### config.mk
export PLATFORM = sky130hd
export DESIGN_NAME = mips32_id_stage
export DESIGN_NICKNAME = d
export VERILOG_FILES = /design/src/rtl/mips32_id_stage.sv
export SDC_FILE = /design/constraint.sdc
export NUM_CORES = 2
export LEC_CHECK = 0
export BUFFER_PORTS_ARGS = -buffer_cell sky130_fd_sc_hd__buf_2
export CORE_MARGIN = 3
export CORE_UTILIZATION = 35
export CTS_BUF_LIST = sky130_fd_sc_hd__clkbuf_4
export CTS_CLUSTER_DIAMETER = 200
export DETAILED_ROUTE_END_ITERATION = 6
export PLACE_DENSITY = 0.56
export SYNTH_ARGS = -nofsm -noshare
export SYNTH_HDL_FRONTEND = slang
export SYNTH_SLANG_ARGS = --single-unit
### constraint.sdc
create_clock -name clk -period 37.7 [get_ports clk]
set_input_delay 3.77 -clock clk [delete_from_list [all_inputs] [get_ports clk]]
set_output_delay 3.77 -clock clk [all_outputs]
set_load 0.01 [all_outputs]
### src/rtl/mips32_id_stage.sv
// Purpose: MIPS32 instruction decode with 32x32 register file, WB write port and sticky halt.
// Latency: 1 cycle from instruction accept to ex_valid; register-file writes bypass same-cycle reads.
// Backpressure: valid/ready; ID/EX register holds while ex_ready=0; flush kills held and incoming work.
module mips32_id_stage #(
    parameter int NREG = 32,
    parameter int DW   = 32
) (
    input  logic          clk,
    input  logic          rst,
    input  logic          if_valid,
    output logic          if_ready,
    input  logic [DW-1:0] if_instr,
    input  logic [DW-1:0] if_npc,
    input  logic          flush,
    input  logic          wb_en,
    input  logic [4:0]    wb_addr,
    input  logic [DW-1:0] wb_data,
    output logic          ex_valid,
    input  logic          ex_ready,
    output logic [DW-1:0] ex_a1,
    output logic [DW-1:0] ex_a2,
    output logic [5:0]    ex_fun,
    output logic [2:0]    ex_type,
    output logic [4:0]    ex_rd,
    output logic [DW-1:0] ex_sdata,
    output logic          ex_rs_zero,
    output logic          halted
);

    typedef enum logic [2:0] {
        T_RR    = 3'd0,
        T_RM    = 3'd1,
        T_LOAD  = 3'd2,
        T_STORE = 3'd3,
        T_BR    = 3'd4,
        T_HALT  = 3'd5,
        T_ILL   = 3'd7
    } itype_e;

    // Architectural register file; entry 0 is never written.
    logic [DW-1:0] r_regs [NREG];

    // ID/EX pipeline register
    logic          r_ex_valid;
    logic [DW-1:0] r_ex_a1;
    logic [DW-1:0] r_ex_a2;
    logic [5:0]    r_ex_fun;
    itype_e        r_ex_type;
    logic [4:0]    r_ex_rd;
    logic [DW-1:0] r_ex_sdata;
    logic          r_ex_rs_zero;
    logic          r_halted;

    // Instruction fields
    logic [5:0]    w_op;
    logic [4:0]    w_rs;
    logic [4:0]    w_rt;
    logic [4:0]    w_rdf;
    logic [DW-1:0] w_simm;
    logic [DW-1:0] w_rs_val;
    logic [DW-1:0] w_rt_val;

    // Decoded results
    itype_e        w_type;
    logic [DW-1:0] w_a1;
    logic [DW-1:0] w_a2;
    logic [4:0]    w_rd;
    logic          w_load;

    assign w_op   = if_instr[31:26];
    assign w_rs   = if_instr[25:21];
    assign w_rt   = if_instr[20:16];
    assign w_rdf  = if_instr[15:11];
    assign w_simm = {{(DW-16){if_instr[15]}}, if_instr[15:0]};

    // Operand reads: R0 is hard zero, and a write landing this cycle is forwarded.
    always_comb begin
        w_rs_val = r_regs[w_rs];
        w_rt_val = r_regs[w_rt];
        if (wb_en && (wb_addr == w_rs)) w_rs_val = wb_data;
        if (wb_en && (wb_addr == w_rt)) w_rt_val = wb_data;
        if (w_rs == 5'd0) w_rs_val = '0;
        if (w_rt == 5'd0) w_rt_val = '0;
    end

    // Opcode decode into instruction class, ALU operands and destination.
    always_comb begin
        w_type = T_ILL;
        w_a1   = '0;
        w_a2   = '0;
        w_rd   = 5'd0;
        case (w_op)
            6'b000000, 6'b000001, 6'b000010,
            6'b000011, 6'b000100, 6'b000101: begin
                w_type = T_RR;
                w_a1   = w_rs_val;
                w_a2   = w_rt_val;
                w_rd   = w_rdf;
            end
            6'b001010, 6'b001011, 6'b001100: begin
                w_type = T_RM;
                w_a1   = w_rs_val;
                w_a2   = w_simm;
                w_rd   = w_rt;
            end
            6'b001000: begin
                w_type = T_LOAD;
                w_a1   = w_rs_val;
                w_a2   = w_simm;
                w_rd   = w_rt;
            end
            6'b001001: begin
                w_type = T_STORE;
                w_a1   = w_rs_val;
                w_a2   = w_simm;
            end
            // Branch target is npc + offset, computed by the ALU as an add.
            6'b001101, 6'b001110: begin
                w_type = T_BR;
                w_a1   = if_npc;
                w_a2   = w_simm;
            end
            6'b111111: begin
                w_type = T_HALT;
            end
            default: begin
                w_type = T_ILL;
            end
        endcase
    end

    assign if_ready = !r_halted && (!r_ex_valid || ex_ready);
    assign w_load   = if_valid && if_ready && !flush;

    // Register file write port; WB writes are never blocked by halt or flush.
    always_ff @(posedge clk or posedge rst) begin
        if (rst) begin
            for (int i = 0; i < NREG; i++) r_regs[i] <= '0;
        end else if (wb_en && (wb_addr != 5'd0)) begin
            r_regs[wb_addr] <= wb_data;
        end
    end

    // ID/EX register: flush beats load, load beats drain, otherwise hold.
    always_ff @(posedge clk or posedge rst) begin
        if (rst) begin
            r_ex_valid   <= 1'b0;
            r_ex_a1      <= '0;
            r_ex_a2      <= '0;
            r_ex_fun     <= 6'd0;
            r_ex_type    <= T_RR;
            r_ex_rd      <= 5'd0;
            r_ex_sdata   <= '0;
            r_ex_rs_zero <= 1'b0;
            r_halted     <= 1'b0;
        end else if (flush) begin
            r_ex_valid <= 1'b0;
        end else if (w_load) begin
            r_ex_valid   <= 1'b1;
            r_ex_a1      <= w_a1;
            r_ex_a2      <= w_a2;
            r_ex_fun     <= w_op;
            r_ex_type    <= w_type;
            r_ex_rd      <= w_rd;
            r_ex_sdata   <= w_rt_val;
            r_ex_rs_zero <= (w_rs_val == '0);
            if (w_type == T_HALT) r_halted <= 1'b1;
        end else if (ex_ready) begin
            r_ex_valid <= 1'b0;
        end
    end

    assign ex_valid   = r_ex_valid;
    assign ex_a1      = r_ex_a1;
    assign ex_a2      = r_ex_a2;
    assign ex_fun     = r_ex_fun;
    assign ex_type    = r_ex_type;
    assign ex_rd      = r_ex_rd;
    assign ex_sdata   = r_ex_sdata;
    assign ex_rs_zero = r_ex_rs_zero;
    assign halted     = r_halted;

endmodule
# Word-level counts from Yosys, hierarchy flattened
# Cells that the tools add are included.
word_totals:
  register_bits: 1137
  latchBits: 0
  ram_bits: 0
  rom_bits: 0
  in_bits: 107
  output_inout_bits: 114
  elab_cells: 110
  mem_count: 0
classes:
  add_sub_neg: 0
  n_mul: 0
  div: 0
  n_lt_le_gt_ge: 4
  eq_ne: 16
  shifts: 0
  muxes: 20
  bitwise: 4
  n_reduce_logical: 25
op_table:
  columns: ["operator", "count"]
  rows:
  - ["bitwise mux 1024 bit", 1]
  - ["binary-select mux 32 bit (select 5 bit)", 2]
  - ["2-to-1 mux 32 bit", 9]
  - ["demux 32 bit (select 5 bit)", 1]
  - ["case mux 32 bit (2 select lines)", 2]
  - ["== test 6 x 4 -> 1 bit, second input constant", 7]
  - ["logical NOT 32 bit", 1]
  - ["greater-or-equal comparator 6 bit, second input constant", 3]
  - ["NOT 5 -> 6 bit", 3]
  - ["case mux 3 bit (6 select lines)", 1]
  - ["== test 6 x 2 -> 1 bit, second input constant", 2]
  - ["== test 6 x 3 -> 1 bit, second input constant", 2]
  - ["OR reduction 11 bit", 1]
  - ["== test 5 bit", 2]
  - ["logical NOT 5 bit", 2]
  - ["case mux 5 bit (2 select lines)", 1]
  - ["logical AND 1 bit", 7]
  - ["OR reduction 7 bit", 1]
  - ["== test 6 x 1 -> 1 bit, second input constant", 1]
  - ["== test 6 bit, second input constant", 1]
  - ["logical NOT 6 bit", 1]
  - ["< comparator 6 x 1 -> 1 bit, second input constant", 1]
  - ["OR reduction 6 bit", 1]
  - ["nonzero test 5 bit", 1]
  - ["other kinds (11)", 15]

# Logic depth before layout (Yosys ltp)
logic_depth:
  ltp_word: 7
  mapped_depth: 13
  depth_no_buf: 8

# Least setup slack after synthesis
# No wires, ideal clock.
synth_timing:
  path_kind: "in2out"
  from: "input ex_ready"
  to: "output if_ready"
  arrival_time_ns: 4.017
  required_ns: 33.930
  slack_ns: 29.913
  stages: 2
  path_cell_list: "nor2b_1 nor2_1"
synth_between:
  elab_chain_cells: 2
synth_lines:
  columns: ["element", "line_no", "source"]
  rows:
  - ["from (decl)", "19", "input logic ex_ready,"]
  - ["logical OR 1 bit", "132", "assign if_ready = !r_halted && (!r_ex_valid || ex_ready);"]
  - ["logical AND 1 bit", "132", null]
  - ["to (decl)", "11", "output logic if_ready,"]
# No other way between the ends.

# Worst setup path in the final report
# Same ends and word-level chain as after synthesis.

==> flow_summary.json <==
{
  "netlist.area_leader.share": 0.476,
  "cts_buffers": 333,
  "whs_endpoint": "r_regs[1007]",
  "ys_ff_latch": 1137,
  "synth_nets": 4206,
  "violations": "DRC, capacitance limit, slew limit",
  "rows": 151,
  "grt_use_total": 0.240,
  "crit_path_end_kind": "output pin",
  "grt_overflow_total": 0,
  "drc_errors": 1,
  "fin_nets": 4413,
  "yosysSeqAreaShare": 0.476,
  "cts_sinks": 1137,
  "num_vias": 40688,
  "fillers": 16010,
  "synth_cell_types": 62,
  "core_mm2": 0.170,
  "grt_first_pass_wirelength_um": 304000,
  "multi_input_area_mm2": 0.0296,
  "die_x_um": 419,
  "syn_area_mm2": 0.0598,
  "syn_area_per_cell_um2": 14.6,
  "arrival_ns": 4.35,
  "antenna_found_initial": 20,
  "reg2reg_depth": 8,
  "cts_setup_buffers": 0,
  "dr.pass1.iters": 7,
  "worst_r2r_startpoint": "r_regs[46]",
  "avgViaCountPerCell": 6.04,
  "synth_flop_cell": "dfrtp_1",
  "syn2layout_area_growth_pct": 11.5,
  "final-hold-violation-count": 0,
  "hold_ws_ns": 0.397,
  "mostFrequentLayoutCells": "dfrtp_1, mux2_2, mux4_2",
  "relSlewSlack": -0.0674,
  "final_layout_size_suffix_gt1_frac": 0.540,
  "fin_worst_skew_ns": 0.102,
  "worst_pin_slew_ns": 1.59,
  "cp-start-kind": "input pin",
  "initial_utilization": 0.353,
  "grt_max_degree": 161,
  "cp_max_fo": 3,
  "hold_depth": 0,
  "drtIter0Drc": 4157,
  "r2r_slack_ns": 34.51,
  "dieArea_mm2": 0.176,
  "period_needed_ns": 8.12,
  "synth_cells": 4099,
  "synth_edf_count": 0,
  "rsz0062_at_grt": "no",
  "hold_class": "flop to flop",
  "final_common_cell": "dfrtp_1",
  "max_freq_mhz": 123,
  "hold_start": "r_regs[1007]",
  "ios": 221,
  "io_buffers": 220,
  "layout_setup_ws_ns": 29.58,
  "die_y_um": 419,
  "power.total_mw": 3.51,
  "fin_tns_setup_ns": 0,
  "cts_tree": "built",
  "period_share": 0.215,
  "ant_nets": 0,
  "vdd_drop_max_mv": 0.0347,
  "drv_cap": 1,
  "clock_latency_ns": 1.31,
  "wl_per_cell_um": 31.6,
  "yosys_warnings": 0,
  "totalWireLength_um": 213000,
  "clockBufferDepth": 4,
  "yosysTopAreaCell": "dfrtp_1",
  "grt_pass1_vias": 40852,
  "path_class": "input pin to output pin",
  "p_leak_nw": 29.0,
  "cp.required_ns": 33.93,
  "powerDensity_mw_per_mm2": 52.6,
  "clockRootBuffer": "clkbuf_4",
  "dpl.hpwl_um": 122000,
  "clk_pin_slew_ns": 0.06,
  "r2r-end": "ex_rs_zero",
  "async_flop_share": 1.00,
  "synthTopCellsByArea": "dfrtp_1, mux4_2, mux2_2",
  "status": "finished, violations left",
  "routabilityCongestion": 0.825,
  "finalSetupViolCount": 0,
  "pre_cts_ws_ns": 29.18,
  "drv_slew": 3,
  "ctsResizeCount": 0,
  "ff_latch_area_mm2": 0.0285,
  "htreeDepth": 5,
  "cts_hold_buf": 0
}
==> sequential cells by signal, summed over array words and instances (netlist names) <==
| signal | cells |
|---|---|
| ex_sdata | 32 |
| ex_valid | 1 |
| ex_rs_zero | 1 |
| r_regs | 1024 |
| ex_type | 3 |
| ex_rd | 5 |
| ex_a1 | 32 |
| ex_a2 | 32 |
| ex_fun | 6 |
| halted | 1 |
==> metal layers <==
metal  track usage  part of all wire
met5             0           0.00040
met4        0.0999             0.040
met3        0.0616             0.086
met2         0.369              0.46
met1         0.324              0.41
==> area by class of cell <==
| type | count | area share |
|---|---|---|
| inverters | 8 | 0.000563 |
| well taps | 2218 | 0.0416 |
| flip-flops and latches | 1137 | 0.427 |
| clock buffers | 476 | 0.0536 |
| multi-input cells | 2502 | 0.443 |
| clock inverters | 60 | 0.00461 |
| diodes | 13 | 0.000488 |
| repair buffers | 324 | 0.0294 |
==> through the flow <==
step / cells / instance area (µm²) / utilization
global placement: 6189 / 62800 / 0.370
floorplan: 4099 / 59800 / -
finish: 6738 / 66700 / 0.393
detailed placement: 6189 / 62800 / 0.370
CTS: 6725 / 66700 / 0.393
global route: 6732 / 66700 / 0.393
==> power breakdown <==
group | switching (mW) | internal, mW
logic | 0.336 | 0.428
clock network | 0.538 | 0.593
registers | 0.165 | 1.45
total | 1.04 | 2.47
==> synthesized netlist by cell type, drive strengths merged (22+ instances only) <==
cell,n
mux2i,107
a21oi,51
a22oi,34
nor2,180
nand3,27
mux4,547
buf,169
nand2,208
o22ai,22
o21ai,64
a221oi,47
a211oi,36
mux2,1024
clkbuf,283
dfrtp,1137
==> logic make-up after synthesis <==
group	share of synthesized area
mux	0.417
simple gates	0.0350
xor+xnor	0.00161
buf+inv	0.0341
compound gates	0.0370
flops	0.476
==> critical path: stages <==
cell and delay [ns]:
buf_2 0.08, nor2b_1 0.04, nor2_1 0.26, buf_2 0.20
==> worst max path at each step <==
stage | start | end
floorplan | rst | ex_a1[0]
global placement | if_instr[21] | ex_rs_zero
detailed placement | if_instr[21] | ex_rs_zero
CTS | ex_ready | if_ready
global route | ex_ready | if_ready
finish | ex_ready | if_ready
No activity file was read; power rests on OpenSTA's default activity.
